<file path="src/rtl/judge_ctrl.sv">
// Judgement controller: qualifies key presses against two arrow lanes, strobes hits,
// drives the HIT/MISS popup and keeps score/combo. Optional max_combo: JUDGE_MAXCOMBO_EN.
module judge_ctrl #(
  parameter int WIN_LO      = 16,
  parameter int WIN_HI      = 56,
  parameter int HOLD_FRAMES = 30,
  parameter int HIT_PTS     = 10
) (
  input  logic       Clk,
  input  logic       Reset_n,
  input  logic       vs,
  input  logic [7:0] keycode,
  input  logic [3:0] spriteID_a,
  input  logic [9:0] posY_a,
  input  logic [3:0] spriteID_b,
  input  logic [9:0] posY_b,
  output logic       sprite2hit_out,
  output logic       sprite3hit_out,
  output logic [3:0] popup_id,
  output logic [9:0] popup_x,
  output logic [9:0] popup_y,
  output logic [15:0] score,
  output logic [7:0] combo,
  output logic [7:0] max_combo
);

  localparam logic [1:0]  S_APPROACH = 2'd0;
  localparam logic [1:0]  S_ARMED    = 2'd1;
  localparam logic [1:0]  S_DONE     = 2'd2;
  localparam logic [0:0]  P_IDLE     = 1'b0;
  localparam logic [0:0]  P_SHOW     = 1'b1;
  localparam logic [6:0]  WIN_LO7    = 7'(WIN_LO);
  localparam logic [6:0]  WIN_HI7    = 7'(WIN_HI);
  localparam logic [7:0]  HOLD8      = 8'(HOLD_FRAMES);
  localparam logic [16:0] PTS17      = 17'(HIT_PTS);
  localparam logic [3:0]  POP_NONE   = 4'd0;
  localparam logic [3:0]  POP_HIT    = 4'd8;
  localparam logic [3:0]  POP_MISS   = 4'd9;

  logic [1:0] valid, match, match_q, press, in_win, hit, miss;
  logic [6:0] pos7 [2];
  logic [1:0] st_q [2];
  logic [1:0] st_d [2];
  logic       unused_pos_hi;

  assign popup_x = 10'h140;
  assign popup_y = 10'h0F0;

  // Only the low seven bits of Y locate the arrow relative to the hit line.
  assign pos7[0]       = posY_a[6:0];
  assign pos7[1]       = posY_b[6:0];
  assign unused_pos_hi = ^{posY_a[9:7], posY_b[9:7]};

  assign valid[0] = (spriteID_a == 4'd4) || (spriteID_a == 4'd6);
  assign valid[1] = (spriteID_b == 4'd5) || (spriteID_b == 4'd7);
  assign match[0] = (keycode == 8'h1A && spriteID_a == 4'd4) ||
                    (keycode == 8'h04 && spriteID_a == 4'd6);
  assign match[1] = (keycode == 8'h16 && spriteID_b == 4'd5) ||
                    (keycode == 8'h07 && spriteID_b == 4'd7);
  assign press    = match & ~match_q;

  // NOTE: every output of a combinational block gets a default first so no latch is inferred.
  always_comb begin
    for (int i = 0; i < 2; i++) begin
      st_d[i]   = st_q[i];
      hit[i]    = 1'b0;
      miss[i]   = 1'b0;
      in_win[i] = valid[i] && (pos7[i] > WIN_LO7) && (pos7[i] < WIN_HI7);
      case (st_q[i])
        S_APPROACH: if (in_win[i]) st_d[i] = S_ARMED;
        S_ARMED: begin
          if (!valid[i]) begin
            st_d[i] = S_APPROACH;
          end else if (press[i]) begin
            st_d[i] = S_DONE;
            hit[i]  = 1'b1;
          end else if (pos7[i] >= WIN_HI7) begin
            st_d[i] = S_DONE;
            miss[i] = 1'b1;
          end
        end
        S_DONE:  if (!valid[i] || pos7[i] <= WIN_LO7) st_d[i] = S_APPROACH;
        default: st_d[i] = S_APPROACH;
      endcase
    end
  end

  function automatic logic [15:0] sat_add(input logic [15:0] s);
    logic [16:0] sum;
    sum = {1'b0, s} + PTS17;
    return sum[16] ? 16'hFFFF : sum[15:0];
  endfunction

  function automatic logic [7:0] next_combo(input logic [7:0] c, input logic h, input logic m);
    if (h)      return (c == 8'hFF) ? c : c + 8'd1;
    else if (m) return 8'd0;
    else        return c;
  endfunction

  // Slot A is applied before slot B so a same-cycle hit then miss ends at combo 0.
  logic [15:0] score_a, score_b;
  logic [7:0]  combo_a, combo_b;
  assign score_a = hit[0] ? sat_add(score)   : score;
  assign score_b = hit[1] ? sat_add(score_a) : score_a;
  assign combo_a = next_combo(combo,   hit[0], miss[0]);
  assign combo_b = next_combo(combo_a, hit[1], miss[1]);

  logic       vs_s1, vs_s2, vs_s3, tick;
  logic [0:0] pop_st;
  logic [7:0] hold_cnt;
  assign tick = vs_s2 & ~vs_s3;

  // NOTE: state registers use non-blocking assignments so all flops sample pre-edge values.
  always_ff @(posedge Clk or negedge Reset_n) begin
    if (!Reset_n) begin
      match_q        <= '0;
      st_q[0]        <= S_APPROACH;
      st_q[1]        <= S_APPROACH;
      sprite2hit_out <= 1'b0;
      sprite3hit_out <= 1'b0;
      score          <= '0;
      combo          <= '0;
      vs_s1          <= 1'b0;
      vs_s2          <= 1'b0;
      vs_s3          <= 1'b0;
      pop_st         <= P_IDLE;
      popup_id       <= POP_NONE;
      hold_cnt       <= '0;
    end else begin
      match_q        <= match;
      st_q[0]        <= st_d[0];
      st_q[1]        <= st_d[1];
      sprite2hit_out <= hit[0];
      sprite3hit_out <= hit[1];
      score          <= score_b;
      combo          <= combo_b;
      vs_s1          <= vs;
      vs_s2          <= vs_s1;
      vs_s3          <= vs_s2;
      if (|hit || |miss) begin
        pop_st   <= P_SHOW;
        popup_id <= (|hit) ? POP_HIT : POP_MISS;
        hold_cnt <= HOLD8;
      end else if (pop_st == P_SHOW && tick) begin
        if (hold_cnt <= 8'd1) begin
          pop_st   <= P_IDLE;
          popup_id <= POP_NONE;
          hold_cnt <= '0;
        end else begin
          hold_cnt <= hold_cnt - 8'd1;
        end
      end
    end
  end

`ifdef JUDGE_MAXCOMBO_EN
  logic [7:0] max_q, max_ab;
  assign max_ab = (combo_b > combo_a) ? combo_b : combo_a;
  always_ff @(posedge Clk or negedge Reset_n) begin
    if (!Reset_n)            max_q <= '0;
    else if (max_ab > max_q) max_q <= max_ab;
  end
  assign max_combo = max_q;
`else
  assign max_combo = '0;
`endif

endmodule

</file>
<file path="config.mk">
export PLATFORM = sky130hd
export DESIGN_NAME = judge_ctrl
export DESIGN_NICKNAME = d
export VERILOG_FILES = /design/src/rtl/judge_ctrl.sv
export SDC_FILE = /design/constraint.sdc
export NUM_CORES = 1
export LEC_CHECK = 0
export BUFFER_PORTS_ARGS = -buffer_cell sky130_fd_sc_hd__buf_2
export CAP_MARGIN = 0
export CORE_UTILIZATION = 54
export DETAILED_ROUTE_END_ITERATION = 8
export PLACE_DENSITY = 0.81
export SLEW_MARGIN = 25
export SYNTH_ARGS = -nofsm -noshare
export SYNTH_HDL_FRONTEND = slang
export SYNTH_SLANG_ARGS = --single-unit
</file>
<file path="constraint.sdc">
create_clock -name Clk -period 3.1 [get_ports Clk]
set_input_delay 0.62 -clock Clk [delete_from_list [all_inputs] [get_ports Clk]]
set_output_delay 0.62 -clock Clk [all_outputs]
set_load 0.005 [all_outputs]
</file>
==> results.py <==
metrics = {
    "cts": {
        "cts.sinks": 45,
        "clk_pin_slew_ns": 0.08,
        "cts_setup_buffers": 0,
        "h-tree-depth": 2,
        "cts_tree": "built",
        "ctsRootBufferMaster": "clkbuf_8",
        "cts.path.max_buffers": 2,
        "cts_made_buffers": 5,
        "ctsHoldBuffers": 0,
        "postCtsResizedCells": 0,
        "clk_latency_ns": 0.31,
    },
    "sta": {
        "skew_ns": 0.00764,
        "hold_violations": 0,
        "worst_hold_slack_ns": 0.307,
        "rsz0062_at_grt": "no",
        "worst_pin_slew_ns": 0.597,
        "final.setup.worst_slack_ns": 0.230,
        "drv_slew": 0,
        "setup_viol": 0,
        "max-slew-margin-rel_pct": 60.0,
        "final.min_clock_period_ns": 2.87,
        "clock.fmax_mhz": 348,
        "fin_crit_sh_pct": 92.6,
    },
    "grt": {
        "grt_max_degree": 46,
        "grt_antenna_before_repair": 0,
        "gr-total-overflow": 0,
        "grt_pass1_vias": 3638,
        "grt.total_usage_pct": 29.0,
        "grt_first_pass_wirelength_um": 17100,
    },
    "setup_path": {
        "start_kind": "input pin",
        "rr_worst_depth": 9,
        "cp.arrival_ns": 3.09,
        "critical_path_required_ns": 3.32,
        "worstPathMaxFanout": 11,
        "critical_path_class": "input pin to flop",
        "cp-end-kind": "flop",
    },
    "routing": {
        "wl_per_cell_um": 16.2,
        "drt_iter0_markers": 379,
        "drt-vias-per-instance": 6.18,
        "route.detailed.drc": 0,
        "routed_wl_um": 10400,
        "drt_pass1_iterations": 6,
        "antenna_left": 0,
        "vias": 3957,
    },
    "synthesis": {
        "synthCells": 458,
        "yosysUniqueCellTypes": 79,
        "synth-edff-count": 0,
        "ys.flop_type": "dfrtp_1",
        "synth_commonest_cells": "dfrtp_1 (45), nand2_1 (40), buf_4 (33)",
        "syn_area_per_cell_um2": 8.33,
        "synth_seq_area_share_pct": 29.5,
        "netlist_area_um2": 3820,
        "synth_area_leaders": "dfrtp_1 (29%), buf_4 (6.5%), nand2_1 (3.9%)",
        "synth_top_area_share_pct": 29.5,
        "yosysTopAreaCell": "dfrtp_1",
        "ys_async_sr_fraction_pct": 100,
        "yosysMostFrequentCell": "dfrtp_1",
        "synth_seq_cells": 45,
        "synth_warnings": 0,
    },
    "placement": {
        "routabilityCongestion": 0.896,
        "dpl.hpwl_um": 7830,
        "dpl.cell_count": 632,
        "port_buffers": 60,
        "pre_cts_slack_ns": -0.0125,
        "placed_area_um2": 4320,
    },
    "power": {
        "power_mw": 1.44,
        "p_leak_nw": 2.14,
        "irDropWorstVdd_uv": 196,
        "power.density_nw_per_um2": 323,
    },
    "layout": {
        "antenna_cells": 0,
        "area_growth_pct": 16.4,
        "nets": 587,
        "final_cells": 640,
        "drive_gt1_share_pct": 24.6,
        "fin_area_um2": 4440,
        "nFillCells": 575,
    },
    "floorplanning": {
        "row_count": 30,
        "ios": 97,
        "die_w_um": 86.1,
        "start_util_pct": 56.2,
        "dieHeight_um": 86.1,
        "dieArea_um2": 7410,
        "core_area_um2": 6790,
    },
    "flow_run": {
        "maxCapViolCount": 0,
    },
    "status": {
        "status": "complete, no violations",
    },
    "min_path": {
        "holdCritPathClass": "input pin to asynchronous set/reset pin",
    },
}
-- area by class of cell --
type / instances / area (um^2) / share of cell area [%]
clock buffer: 7 / 86.3 / 1.94
inverter: 14 / 52.6 / 1.18
multi-input combinational: 377 / 2420 / 54.6
clock inverter: 1 / 30.0 / 0.676
tap: 96 / 120 / 2.70
sequential: 45 / 1130 / 25.3
timing repair buffer: 100 / 603 / 13.6
-- per-stage QoR --
step	setup TNS, ns	utilization [%]
detailed placement	-0.0246	63.6
finish	0	65.4
global route	0	65.4
floorplan	0	-
global placement	0	63.6
CTS	0	65.4
-- worst max-delay path: stages --
cell and delay [ns]:
buf_2 0.12, or4b_4 0.55, mux2_4 0.37, nor4_1 0.38, xor2_1 0.25, a22o_2 0.24, nand4_1 0.22, buf_4 0.24
o211ai_1 0.09
-- flip-flops by register name, indices dropped and copies added, names as in the netlist --
register / count
match_q: 2
hold_cnt: 8
st_q: 4
combo: 8
score: 16
sprite3hit_out: 1
vs_s3: 1
vs_s1: 1
vs_s2: 1
sprite2hit_out: 1
popup_id: 2
-- path summary, 6_finish.rpt --
| path | from | end | slack (ns) |
|---|---|---|---|
| max | keycode[1] | score[2] | 0.23 |
| min | Reset_n | hold_cnt[3] | 0.31 |
| max reg2reg | score[1] | score[2] | 0.34 |
| min reg2reg | vs_s1 | vs_s2 | 0.37 |
| max in group asynchronous | Reset_n | score[4] | 2.38 |
| min in group Clk | vs_s1 | vs_s2 | 0.37 |
-- where the power goes --
group / total [mW] / internal, mW / switching (mW)
Sequential: 0.720 / 0.652 / 0.0682
Combinational: 0.248 / 0.111 / 0.137
Clock: 0.468 / 0.263 / 0.205
Total: 1.44 / 1.03 / 0.411
-- metal layers --
layer	routed length [um]	track usage, %
met1	4540	39.3
met4	115	8.94
met5	0	0
met2	4910	47.5
met3	803	4.52
-- logic make-up after synthesis --
| kind of cell | after synthesis | synth area share, % |
|---|---|---|
| AOI/OAI and AO/OA | 128 | 24.4 |
| xor gates and xnor gates | 15 | 3.44 |
| adders and majority gates | 5 | 1.64 |
| buffers and inverters | 64 | 9.73 |
| DFF | 45 | 29.5 |
| muxes | 8 | 2.59 |
| other | 2 | 0.197 |
| and+or+nand+nor | 191 | 28.5 |
-- placed cells by master (no fill, tap or decap), types with 8 or more instances in the layout --
cell      instances
buf_4            41
dfrtp_1          45
buf_2            59
nand2_1          40
a31oi_1          15
nor4_1           10
nor2_1           30
nand4_1          14
xnor2_1          10
a211oi_1          8
nor3_1           19
and3_1            8
conb_1           30
nand3_1          21
a21oi_1          18
o21ai_0          22
inv_1            14
Note: power is estimated with default switching activity, not from simulation.
